[config.mk]
export PLATFORM = sky130hd
export DESIGN_NAME = cpu_sequencer
export DESIGN_NICKNAME = d
export VERILOG_FILES = /design/src/rtl/cpu_sequencer.sv
export SDC_FILE = /design/constraint.sdc
export NUM_CORES = 1
export LEC_CHECK = 0
export ABC_AREA = 0
export CORE_MARGIN = 3
export CORE_UTILIZATION = 38
export CTS_CLUSTER_SIZE = 24
export DETAILED_ROUTE_END_ITERATION = 10
export GPL_ROUTABILITY_DRIVEN = 0
export PLACE_DENSITY = 0.88
export SYNTH_ARGS = -nofsm -noshare
export SYNTH_HDL_FRONTEND = slang
export SYNTH_SLANG_ARGS = --single-unit
[constraint.sdc]
create_clock -name clk -period 5.35 [get_ports clk]
set_clock_uncertainty 0.05 [all_clocks]
set_input_delay 0.8025 -clock clk [delete_from_list [all_inputs] [get_ports clk]]
set_output_delay 0.8025 -clock clk [all_outputs]
set_load 0.01 [all_outputs]
[src/rtl/cpu_sequencer.sv]
// Multi-cycle fetch/execute sequencer for the 16-bit core: drives the register file ports and masters the memory bus.
// Optional single-step mode: define CPU_SEQUENCER_STEP_EN to add the step input.
module cpu_sequencer #(
  parameter int unsigned DataWidth  = 16,
  parameter int unsigned NumRegs    = 8,
  parameter int unsigned IndexWidth = $clog2(NumRegs)
) (
  input  logic                  clk,
  input  logic                  rst,
`ifdef CPU_SEQUENCER_STEP_EN
  input  logic                  step,
`endif
  output logic                  countEnable,
  output logic                  writeEnable,
  output logic [IndexWidth-1:0] writeAddr,
  output logic [DataWidth-1:0]  writeData,
  output logic [IndexWidth-1:0] readAddr1,
  output logic [IndexWidth-1:0] readAddr2,
  input  logic [DataWidth-1:0]  readData1,
  input  logic [DataWidth-1:0]  readData2,
  input  logic [DataWidth-1:0]  programCounter,
  output logic [2:0]            aluOp,
  input  logic [DataWidth-1:0]  aluResult,
  output logic                  memReq,
  output logic                  memWe,
  output logic [DataWidth-1:0]  memAddr,
  output logic [DataWidth-1:0]  memWData,
  input  logic                  memAck,
  input  logic [DataWidth-1:0]  memRData,
  output logic                  halted,
  output logic                  illegal
);

  localparam int unsigned ImmWidth = 9;
  localparam logic [3:0]  OpNop    = 4'h0;
  localparam logic [3:0]  OpLdi    = 4'h8;
  localparam logic [3:0]  OpLd     = 4'h9;
  localparam logic [3:0]  OpSt     = 4'hA;
  localparam logic [3:0]  OpJnz    = 4'hB;
  localparam logic [3:0]  OpHalt   = 4'hF;

  typedef enum logic [1:0] {
    FETCH = 2'd0,
    EXEC  = 2'd1,
    MEM   = 2'd2,
    HALT  = 2'd3
  } state_t;

  state_t               state, state_next;
  logic [DataWidth-1:0] instr;
  logic [3:0]           op;
  logic [2:0]           rd;
  logic                 instr_load;
  logic                 req_fetch;

  assign op        = instr[15:12];
  assign rd        = instr[11:9];
  assign readAddr1 = IndexWidth'(instr[8:6]);
  assign readAddr2 = IndexWidth'(instr[5:3]);
  assign aluOp     = instr[14:12];

`ifdef CPU_SEQUENCER_STEP_EN
  // A fetch request started by a step pulse stays up until it is acknowledged.
  logic req_hold;

  always_ff @(posedge clk or posedge rst) begin
    if (rst) begin
      req_hold <= 1'b0;
    end else begin
      req_hold <= (state == FETCH) && req_fetch && !memAck;
    end
  end

  assign req_fetch = step | req_hold;
`else
  assign req_fetch = 1'b1;
`endif

  // State and instruction register
  always_ff @(posedge clk or posedge rst) begin
    if (rst) begin
      state <= FETCH;
      instr <= '0;
    end else begin
      state <= state_next;
      if (instr_load) begin
        instr <= memRData;
      end
    end
  end

  // Next state and bus/register-file strobes; everything is held low while rst is asserted
  always_comb begin
    state_next  = state;
    instr_load  = 1'b0;
    countEnable = 1'b0;
    writeEnable = 1'b0;
    writeAddr   = '0;
    writeData   = '0;
    memReq      = 1'b0;
    memWe       = 1'b0;
    memAddr     = '0;
    memWData    = '0;
    halted      = 1'b0;
    illegal     = 1'b0;
    if (!rst) begin
      case (state)
        FETCH: begin
          if (req_fetch) begin
            memReq  = 1'b1;
            memAddr = programCounter;
            if (memAck) begin
              instr_load  = 1'b1;
              countEnable = 1'b1;
              state_next  = EXEC;
            end
          end
        end
        EXEC: begin
          state_next = FETCH;
          case (op)
            4'h1, 4'h2, 4'h3, 4'h4, 4'h5, 4'h6, 4'h7: begin
              writeEnable = 1'b1;
              writeAddr   = IndexWidth'(rd);
              writeData   = aluResult;
            end
            OpLdi: begin
              writeEnable = 1'b1;
              writeAddr   = IndexWidth'(rd);
              writeData   = {{(DataWidth - ImmWidth){instr[ImmWidth-1]}}, instr[ImmWidth-1:0]};
            end
            OpJnz: begin
              if (readData1 != '0) begin
                writeEnable = 1'b1;
                writeAddr   = IndexWidth'(NumRegs - 1);
                writeData   = readData2;
              end
            end
            OpLd, OpSt: state_next = MEM;
            OpHalt:     state_next = HALT;
            OpNop:      state_next = FETCH;
            default:    illegal    = 1'b1;
          endcase
        end
        MEM: begin
          memReq  = 1'b1;
          memAddr = readData1;
          if (op == OpSt) begin
            memWe    = 1'b1;
            memWData = readData2;
          end
          if (memAck) begin
            state_next = FETCH;
            if (op == OpLd) begin
              writeEnable = 1'b1;
              writeAddr   = IndexWidth'(rd);
              writeData   = memRData;
            end
          end
        end
        HALT: begin
          halted = 1'b1;
        end
        default: state_next = FETCH;
      endcase
    end
  end

endmodule

# Yosys cells after proc, flatten, opt, wreduce, memory -nomap -nowiden
# Index checks and enable logic that the tools add are counted.
[word_totals] reg_bits=18 in_bits=83 output_inout_bits=66 wordCells=70
[op_classes] eq_ne=17 mux=40 n_bitwise=1 n_reduce_logical=10
[op_table] cell="$mux W16" count=8
[op_table] cell="$pmux W16 S2" count=2
[op_table] cell="$pmux W16 S3" count=1
[op_table] cell="$eq A4 B4 Y1 const B" count=5
[op_table] cell="$mux W1" count=17
[op_table] cell="$eq A4 B3 Y1 const B" count=4
[op_table] cell="$reduce_bool A16 Y1" count=1
[op_table] cell="$reduce_or A13 Y1" count=1
[op_table] cell="$mux W3" count=4
[op_table] cell="$pmux W3 S2" count=2
[op_table] cell="$eq A4 B2 Y1 const B" count=2
[op_table] cell="$reduce_or A8 Y1" count=1
[op_table] cell="$reduce_or A7 Y1" count=1
[op_table] cell="$pmux W2 S3" count=1
[op_table] cell="$eq A2 B2 Y1 const B" count=2
[op_table] cell="$eq A4 B1 Y1 const B" count=1
[op_table] cell="$logic_not A4 Y1" count=1
[op_table] cell="$mux W2" count=2
[op_table] cell="$ne A2 B2 Y1 const B" count=2
[op_table] cell="$pmux W1 S2" count=2
[op_table] cell="$pmux W2 S2" count=1
[op_table] cell="$reduce_and A4 Y1" count=1
[op_table] cell="$reduce_or A2 Y1" count=2
[op_table] cell="$reduce_bool A3 Y1" count=1
[op_table] cell="3 further kinds" count=3

# Depth between registers and ports, before layout
# Gate-level depths: netlist of the first run.
[depth] depth_word=5 mapped_depth=8 ltp_nobuf=6

# Worst setup path after synthesis of the first run
# No wires, ideal clock.
[synth_path] kind="input -> output" startpoint="in readData1[3]" endpoint="out writeAddr[2]" arrival_ns=1.812 required_time_ns=4.498 slack_ns=2.686 cell_stages=5 n_path_buf=1 cell_sequence="nor4_1 nand4_1 buf_2 nand3_1 o21ai_0"
[synth_between] elab_chain_len=5
[synth_rtl] item="start, declared" line_no="19" source="input logic [DataWidth-1:0] readData1,"
[synth_rtl] item="$reduce_bool A16 Y1" line_no="133" source="if (readData1 != '0) begin"
[synth_rtl] item="$mux W3" line_no="133"
[synth_rtl] item="$pmux W3 S2" line_no="121" source="case (op)"
[synth_rtl] item="$pmux W3 S2" line_no="107" source="case (state)"
[synth_rtl] item="$mux W3" line_no="106" source="if (!rst) begin"
[synth_rtl] item="end, declared" line_no="15" source="output logic [IndexWidth-1:0] writeAddr,"
# Every way passes these cells.

# Worst setup path in the final report of the first run
[layout_path] startpoint="in rst" endpoint="out writeAddr[2]"
[layout_between] elab_chain_len=1
[layout_rtl] item="start, declared" line_no="9" source="input logic rst,"
[layout_rtl] item="$mux W3" line_no="106"
# Every way passes these cells.

==> impl_metrics.json, run 1 <==
{
  "ant_nets": 0,
  "start_util": 0.411,
  "wl_per_cell_um": 19.1,
  "netSwitchingFraction": 0.444,
  "p_comb_frac": 0.651,
  "yosys_warnings": 0,
  "gr-total-overflow": 0,
  "cts-root-buf": "clkbuf_8",
  "track_usage": 0.248,
  "dr.pass1.iters": 5,
  "p_seq_frac": 0.252,
  "dieArea_um2": 6220,
  "leakage_uw": 0.00123,
  "final_cell_mix": "148 x clkdlybuf4s50_1, 23 x nand2_1, 21 x nand3_1, 18 x dfrtp_1",
  "instances_no_fill": 420,
  "critical_path_class": "input port to output pin",
  "synth_cell_type_count": 36,
  "fmax_mhz": 232,
  "dp_hpwl_mm": 6.16,
  "drive_above_1_share": 0.108,
  "placementRows": 25,
  "period_share": 0.807,
  "finalWorstSetupSlack_ps": 1030,
  "port-buffer-count": 148,
  "dp_cells": 416,
  "syn_nets": 315,
  "drc": 0,
  "p_total_uw": 1170,
  "ys_seq_elements": 18,
  "crit_fanout": 10,
  "clk_latency_ps": 260,
  "dp_slack_ps": 1070,
  "yosysSeqAreaShare": 0.223,
  "hold_violations": 0,
  "vias_per_cell": 5.93,
  "final_common_cell": "clkdlybuf4s50_1",
  "arrival_ps": 3460,
  "syn_area_um2": 2020,
  "grt_antenna_before_repair": 0,
  "hold_buffers": 0,
  "p_int_uw": 652,
  "cts_tree": "built",
  "numCtsBuffers": 3,
  "vias": 2492,
  "cts_buffer_depth": 2,
  "final_nets": 442,
  "core_area_um2": 4910,
  "maxCapViolCount": 0,
  "synth_edf_count": 0,
  "syn_inst": 227,
  "diodes": 0,
  "grt_pass1_vias": 2537,
  "fp.dieW_um": 78.9,
  "first_iter_violations": 156,
  "hold_path.class": "register to register",
  "utilization": 0.700,
  "cts_resized": 0,
  "rsz0062_at_grt": "false",
  "relSlewSlack": 0.362,
  "required_ps": 4500,
  "powerDensity_nw_per_um2": 341,
  "clock_power_share": 0.097,
  "area_growth_pct": 70.5,
  "worst_pin_slew_ps": 954,
  "n_fill_cell": 408,
  "startpoint_type": "input port",
  "status": "complete, no violations",
  "vdd_drop_max_mv": 0.149,
  "clock_sinks": 18,
  "setup_tns_ps": 0,
  "drt_wl_total_mm": 8.02,
  "avgSynthCellArea_um2": 8.89,
  "io_pins": 149,
  "p_sw_uw": 522,
  "crit_path_end_kind": "output pin",
  "cts_setup_buffers": 0,
  "fin_crit_ps": 4320,
  "setup_viol": 0,
  "htreeDepth": 1,
  "grt_start_max_net_pins": 33,
  "final-max-slew-violation-count": 0,
  "worstHoldPathCells": 1,
  "grt_pass1_wl_mm": 12.3,
  "synth_top_flop_cell": "dfrtp_1",
  "die_y_um": 78.9,
  "clkTransAtPathRegs_ps": 70,
  "ys_async_sr_fraction": 1.00,
  "rr_worst_depth": 6
}
[cells by family after synthesis]
kind of cell    synth area share
simple gates               0.259
compound gates             0.288
buf+inv                    0.127
flops                      0.223
mux                       0.0670
fa+ha+maj                 0.0310
xor+xnor                 0.00434
[path summary, 6_finish.rpt]
check	startpoint	end	slack [ps]
min	instr[1]	instr[1]	470
max	rst	writeAddr[2]	1030
max reg2reg	state[0]	instr[9]	3390
max in group asynchronous	rst	instr[12]	3700
min in group asynchronous	rst	instr[2]	1110
min reg2reg	instr[1]	instr[1]	470
[flip-flops by register name (all words and copies together), names as in the netlist]
| signal | flops |
|---|---|
| state | 2 |
| instr | 16 |
[final cells by class]
| cell class | instances | area, µm² | area share |
|---|---|---|---|
| well taps | 67 | 83.8 | 0.0244 |
| flip-flops and latches | 18 | 450 | 0.131 |
| clock buffers | 4 | 55.1 | 0.0160 |
| repair buffers | 151 | 1500 | 0.437 |
| multi-input cells | 171 | 1310 | 0.381 |
| inverters | 9 | 33.8 | 0.00983 |
[per-stage QoR]
step                hold WS (ps)  instance area (µm²)
finish                       470                 3440
floorplan                    430                 2020
global route                 502                 3440
detailed placement           460                 3380
CTS                          476                 3440
global placement             442                 3380
[routing by layer]
| layer | share of wire | routed length, µm | vias to the layer above | track usage |
|---|---|---|---|---|
| met1 | 0.36 | 2910 | 1185 | 0.270 |
| met2 | 0.51 | 4080 | 177 | 0.472 |
| li1 | - | - | 1118 | - |
| met4 | 0.018 | 146 | 0 | 0.0756 |
| met3 | 0.11 | 891 | 12 | 0.0578 |
| met5 | 0 | 0 | - | 0 |
[cells in the mapped netlist (all sizes together) (2+ instances only)]
| cell type | number | area, µm² |
|---|---|---|
| a221oi | 24 | 273 |
| a21oi | 2 | 10.0 |
| o21ai | 10 | 50.0 |
| and2 | 16 | 100 |
| nor3 | 7 | 62.6 |
| inv | 9 | 33.8 |
| mux2 | 12 | 135 |
| dfrtp | 18 | 450 |
| nand2b | 2 | 20.0 |
| nor4 | 5 | 31.3 |
| nor2b | 4 | 25.0 |
| nor2 | 8 | 47.6 |
| buf | 25 | 206 |
| nand3 | 21 | 105 |
| a222oi | 8 | 80.1 |
| nand2 | 23 | 86.3 |
| ha | 5 | 62.6 |
| a22o | 16 | 140 |
| clkbuf | 4 | 15.0 |
[worst max-delay path, cell delays in order]
cell             delay [ps]
clkdlybuf4s50_1         610
nand2b_1                490
buf_4                   300
nor2_1                   70
a211oi_1                490
o21ai_0                 170
clkdlybuf4s50_1         520
[power by group through the flow]
stage | Sequential (µW) | Combinational [µW] | Clock (µW)
finish | 296 | 765 | 114
global route | 307 | 818 | 121
CTS | 294 | 763 | 115
detailed placement | 295 | 757 | 0
global placement | 288 | 739 | 0
floorplan | 234 | 569 | 0
No activity file was read; power rests on OpenSTA's default activity.
==> inputs of run 2 (changes only) <==
--- a/config.mk
+++ b/config.mk
@@ -7,11 +7,11 @@
 export LEC_CHECK = 0
 export ABC_AREA = 0
 export CORE_MARGIN = 3
-export CORE_UTILIZATION = 38
+export CORE_UTILIZATION = 32
 export CTS_CLUSTER_SIZE = 24
 export DETAILED_ROUTE_END_ITERATION = 10
 export GPL_ROUTABILITY_DRIVEN = 0
-export PLACE_DENSITY = 0.88
+export PLACE_DENSITY = 0.79
 export SYNTH_ARGS = -nofsm -noshare
 export SYNTH_HDL_FRONTEND = slang
 export SYNTH_SLANG_ARGS = --single-unit
==> constraint.sdc (replaced) <==
create_clock -name clk -period 3.65 [get_ports clk]
set_clock_uncertainty 0.05 [all_clocks]
set_input_delay 0.5475 -clock clk [delete_from_list [all_inputs] [get_ports clk]]
set_output_delay 0.5475 -clock clk [all_outputs]
set_load 0.01 [all_outputs]
==> run 2 against run 1 <==
  * Setup slack worse by 830 ps
  * Non-clock buffer count increased by 6
  * Total power up 47%
  * Critical endpoint unchanged
  * Critical path depth decreased by 1
  * Utilization down 12 points
  * Register-to-register slack lost 1700 ps
  * Largest cell class unchanged
  * Cell count rose by 3.3%
  * Via count decreased by 0.32%
  * Sequential power grew 43%
  * Wire length fell by 1.4%
  * First-iteration DRC count down 2.6%
==> impl_metrics.json, run 2 (synthesis results as in run 1) <==
{
  "gr-total-overflow": 0,
  "htreeDepth": 1,
  "timing.rr.start": "state[0]",
  "dieArea_um2": 7290,
  "critical_path_class": "input port to output pin",
  "crit_fanout": 10,
  "wl_per_cell_um": 18.2,
  "vias": 2484,
  "grt_pass1_wl_mm": 12.2,
  "fmax_mhz": 290,
  "dr.pass1.iters": 4,
  "n_fill_cell": 572,
  "period_share": 0.945,
  "clkTransAtPathRegs_ps": 70,
  "timing.hold.ws_ps": 462,
  "largest_reg_flops": 16,
  "hold_violations": 0,
  "final_cell_mix": "148 x clkdlybuf4s50_1, 23 x nand2_1, 21 x nand3_1, 18 x dfrtp_1",
  "fin_crit_ps": 3450,
  "regMostFlops": "instr",
  "largestRegisters": "instr (16), state (2)",
  "setup_viol": 0,
  "hold_buffers": 0,
  "ant_nets": 0,
  "final_common_cell": "clkdlybuf4s50_1",
  "track_usage": 0.207,
  "worstHoldStart": "instr[1]",
  "dp_cells": 430,
  "critPathMostFrequentCell": "clkdlybuf4s50_1",
  "fp.dieW_um": 85.4,
  "start_util": 0.335,
  "die_y_um": 85.4,
  "cts_buffer_depth": 2,
  "status": "complete, no violations",
  "cts_tree": "built",
  "first_iter_violations": 152,
  "multi_input_area_um2": 1310,
  "setup_tns_ps": 0,
  "instances_no_fill": 434,
  "critical-path-top-delay-family": "buffers and inverters",
  "grt_pass1_vias": 2588,
  "grt_start_max_net_pins": 21,
  "numCtsBuffers": 3,
  "final-max-slew-violation-count": 0,
  "drc": 0,
  "dp_hpwl_mm": 6.24,
  "diodes": 0,
  "cts-root-buf": "clkbuf_8",
  "port-buffer-count": 148,
  "hold_path.class": "register to register",
  "cpPeakStageDelay_ps": 590,
  "vdd_drop_max_mv": 0.238,
  "relSlewSlack": 0.277,
  "maxCapViolCount": 0,
  "io_pins": 149,
  "core_area_um2": 6030,
  "cts_resized": 0,
  "clk_latency_ps": 250,
  "startpoint_type": "input port",
  "crit_path_end_kind": "output pin",
  "seqCellArea_um2": 450,
  "path_buf_inv": 2,
  "vias_per_cell": 5.72,
  "final_nets": 448,
  "grt_antenna_before_repair": 0,
  "cts_setup_buffers": 0,
  "worst_pin_slew_ps": 1080,
  "drive_above_1_share": 0.123,
  "cp_cell_sequence": "clkdlybuf4s50_1 -> nand2b_1 -> nor2_1 -> a211oi_1 -> o21ai_0 -> clkdlybuf4s50_1",
  "crit_path_start": "rst",
  "arrival_ps": 2850,
  "clock_sinks": 18,
  "powerDensity_nw_per_um2": 492,
  "required_ps": 3050,
  "leakage_uw": 0.00126,
  "placementRows": 28,
  "cp_slowest_cell": "clkdlybuf4s50_1",
  "area_growth_pct": 73.8,
  "drt_wl_total_mm": 7.91,
  "rsz0062_at_grt": "false"
}
-- run 2: cell count changes in the layout (fill, tap and decap cells not counted), sizes merged --
cell  delta
buf      +6
-- run 2: per-layer routing --
metal / global-route usage / share of wire / vias to the layer above
met2: 0.363 / 0.47 / 181
met5: 0 / 0 / -
met1: 0.230 / 0.38 / 1150
met4: 0.102 / 0.035 / 0
met3: 0.0553 / 0.12 / 24
li1: - / - / 1129
-- run 2: layout make-up --
class,count,share of cell area
Tap cell,75,0.0268
Timing Repair Buffer,157,0.445
Multi-Input combinational cell,171,0.374
Sequential cell,18,0.128
Inverter,9,0.00964
Clock buffer,4,0.0157
-- run 2: path summary, 6_finish.rpt --
path                           endpoint  slack [ps]  cells past startpoint
max in group asynchronous      instr[6]        2230                      2
hold reg to reg                instr[1]         460                      1
hold / removal                 instr[1]         460                      1
min in group asynchronous      state[1]         850                      2
setup reg to reg               instr[5]        1740                      6
setup / recovery           writeAddr[2]         200                      6
-- run 2: power by group --
group,internal [µW],switching [µW]
Combinational,578,556
Clock,95.9,73.6
Sequential,295,127
-- run 2: metrics by stage --
step / power, µW / setup slack [ps] / cell area [µm²] / util
after global placement: 1530 / 304 / 3450 / 0.573
after global routing: 1840 / 52.6 / 3510 / 0.582
after detailed placement: 1560 / 241 / 3450 / 0.573
after CTS: 1730 / 220 / 3510 / 0.582
after floorplan: 1180 / 1440 / 2020 / -
final: 1730 / 201 / 3510 / 0.582
==> inputs of run 3 (changes only) <==
--- a/config.mk
+++ b/config.mk
@@ -8,10 +8,13 @@
 export ABC_AREA = 0
 export CORE_MARGIN = 3
 export CORE_UTILIZATION = 32
+export CTS_BUF_LIST = sky130_fd_sc_hd__clkbuf_4
 export CTS_CLUSTER_SIZE = 24
 export DETAILED_ROUTE_END_ITERATION = 10
 export GPL_ROUTABILITY_DRIVEN = 0
 export PLACE_DENSITY = 0.79
+export RECOVER_POWER = 50
+export SETUP_SLACK_MARGIN = 0.1
 export SYNTH_ARGS = -nofsm -noshare
 export SYNTH_HDL_FRONTEND = slang
 export SYNTH_SLANG_ARGS = --single-unit
==> run 3 against run 2 <==
  * Non-clock buffer count grew 1
  * Setup slack gained 6.7 ps
  * Register-to-register slack got worse by 300 ps
  * Cell area down 0.18%
  * Largest cell class unchanged
==> impl_metrics.json, run 3 (synthesis results as in run 1) <==
{
  "status": "complete, no violations",
  "first_iter_violations": 162,
  "fmax_mhz": 290,
  "fp.dieW_um": 85.4,
  "hold_violations": 0,
  "cpPeakStageDelay_ps": 550,
  "clock_power_share": 0.066,
  "cp_cell_sequence": "clkdlybuf4s50_1 -> nor2b_1 -> clkbuf_1 -> a22o_1 -> clkdlybuf4s50_1",
  "fin_crit_ps": 3440,
  "cts-root-buf": "clkbuf_4",
  "die_y_um": 85.4,
  "drive_above_1_share": 0.119,
  "track_usage": 0.208,
  "wl_per_cell_um": 18.1,
  "placementRows": 28,
  "required_ps": 3050,
  "netSwitchingFraction": 0.459,
  "setup_tns_ps": 0,
  "gr-total-overflow": 0,
  "dp_hpwl_mm": 6.24,
  "io_pins": 149,
  "dieArea_um2": 7290,
  "numCtsBuffers": 3,
  "drc": 0,
  "relSlewSlack": 0.495,
  "leakage_uw": 0.00126,
  "critical-path-top-delay-family": "buffers and inverters",
  "p_total_uw": 1660,
  "path_buf_inv": 3,
  "grt_pass1_wl_mm": 12.2,
  "ant_nets": 0,
  "critical_path_class": "input port to output pin",
  "grt_pass1_vias": 2595,
  "startpoint_type": "input port",
  "timing.rr.start": "state[0]",
  "cts_tree": "built",
  "clk_latency_ps": 300,
  "vias_per_cell": 5.68,
  "crit_path_end_kind": "output pin",
  "core_area_um2": 6030,
  "n_fill_cell": 572,
  "cts_buffer_depth": 2,
  "critPathMostFrequentCell": "clkdlybuf4s50_1",
  "p_seq_frac": 0.255,
  "drt_wl_total_mm": 7.89,
  "p_int_uw": 896,
  "worstHoldStart": "instr[1]",
  "htreeDepth": 1,
  "arrival_ps": 2850,
  "dr.pass1.iters": 5,
  "largestRegisters": "instr (16), state (2)",
  "diodes": 0,
  "grt_start_max_net_pins": 21,
  "vdd_drop_max_mv": 0.247,
  "worst_pin_slew_ps": 757,
  "grt_antenna_before_repair": 0,
  "rsz0062_at_grt": "false",
  "crit_path_start": "rst",
  "port-buffer-count": 148,
  "regMostFlops": "instr",
  "p_comb_frac": 0.679,
  "start_util": 0.335,
  "area_growth_pct": 73.5,
  "maxCapViolCount": 0,
  "cp_slowest_cell": "clkbuf_1",
  "hold_path.class": "register to register",
  "final_nets": 449,
  "final_cell_mix": "136 x clkdlybuf4s50_1, 23 x nand2_1, 21 x nand3_1, 17 x dfrtp_1",
  "crit_fanout": 16,
  "period_share": 0.943,
  "final-max-slew-violation-count": 0,
  "p_sw_uw": 761,
  "utilization": 0.581,
  "powerDensity_nw_per_um2": 473,
  "largest_reg_flops": 16,
  "clkTransAtPathRegs_ps": 110,
  "final_common_cell": "clkdlybuf4s50_1",
  "clock_sinks": 18,
  "setup_viol": 0,
  "vias": 2470
}
==> run 3: stage by stage <==
stage                     setup slack, ps  cell area (µm²)  instances  hold WS, ps
after detailed placement              241             3450        430          447
after CTS                             160             3480        434          473
after floorplan                      1440             2020        227          430
after global routing                 72.3             3500        435          479
final                                 207             3500        435          469
after global placement                304             3450        430          436
==> run 3: power groups by stage <==
stage / clock (µW) / sequential [µW] / combinational (µW)
after CTS: 111 / 421 / 1140
final: 109 / 423 / 1130
after global routing: 124 / 442 / 1200
after global placement: 0 / 422 / 1110
after floorplan: 0 / 343 / 834
after detailed placement: 0 / 426 / 1140
==> run 3: final cells by class <==
cell class	instances	area, µm²	share of cell area
Timing Repair Buffer	158	1570	0.450
Multi-Input combinational cell	171	1320	0.377
Sequential cell	18	452	0.129
Tap cell	75	93.8	0.0268
Inverter	9	33.8	0.00965
Clock buffer	3	22.5	0.00644
Clock inverter	1	3.75	0.00107
==> run 3: repair_timing <==
action | in CTS | in global routing
buffers inserted | 0 | 1
hold buffers | 0 | 0
resized for setup | 0 | 2
endpoints found under the setup margin | 0 | 8
==> run 3: routing by layer <==
metal	vias up	track usage	wire [µm]
li1	1131	-	-
met1	1154	0.230	3010
met2	164	0.362	3720
met3	21	0.0553	918
met4	0	0.106	241
met5	-	0	0
==> run 3: worst paths after layout <==
path | slack (ps) | depth (start not counted) | end
setup / recovery | 210 | 5 | memAddr[2]
hold / removal | 470 | 1 | instr[1]
setup reg to reg | 1440 | 6 | instr[5]
hold reg to reg | 470 | 1 | instr[1]
max in group asynchronous | 2240 | 2 | instr[12]
min in group asynchronous | 790 | 2 | instr[0]
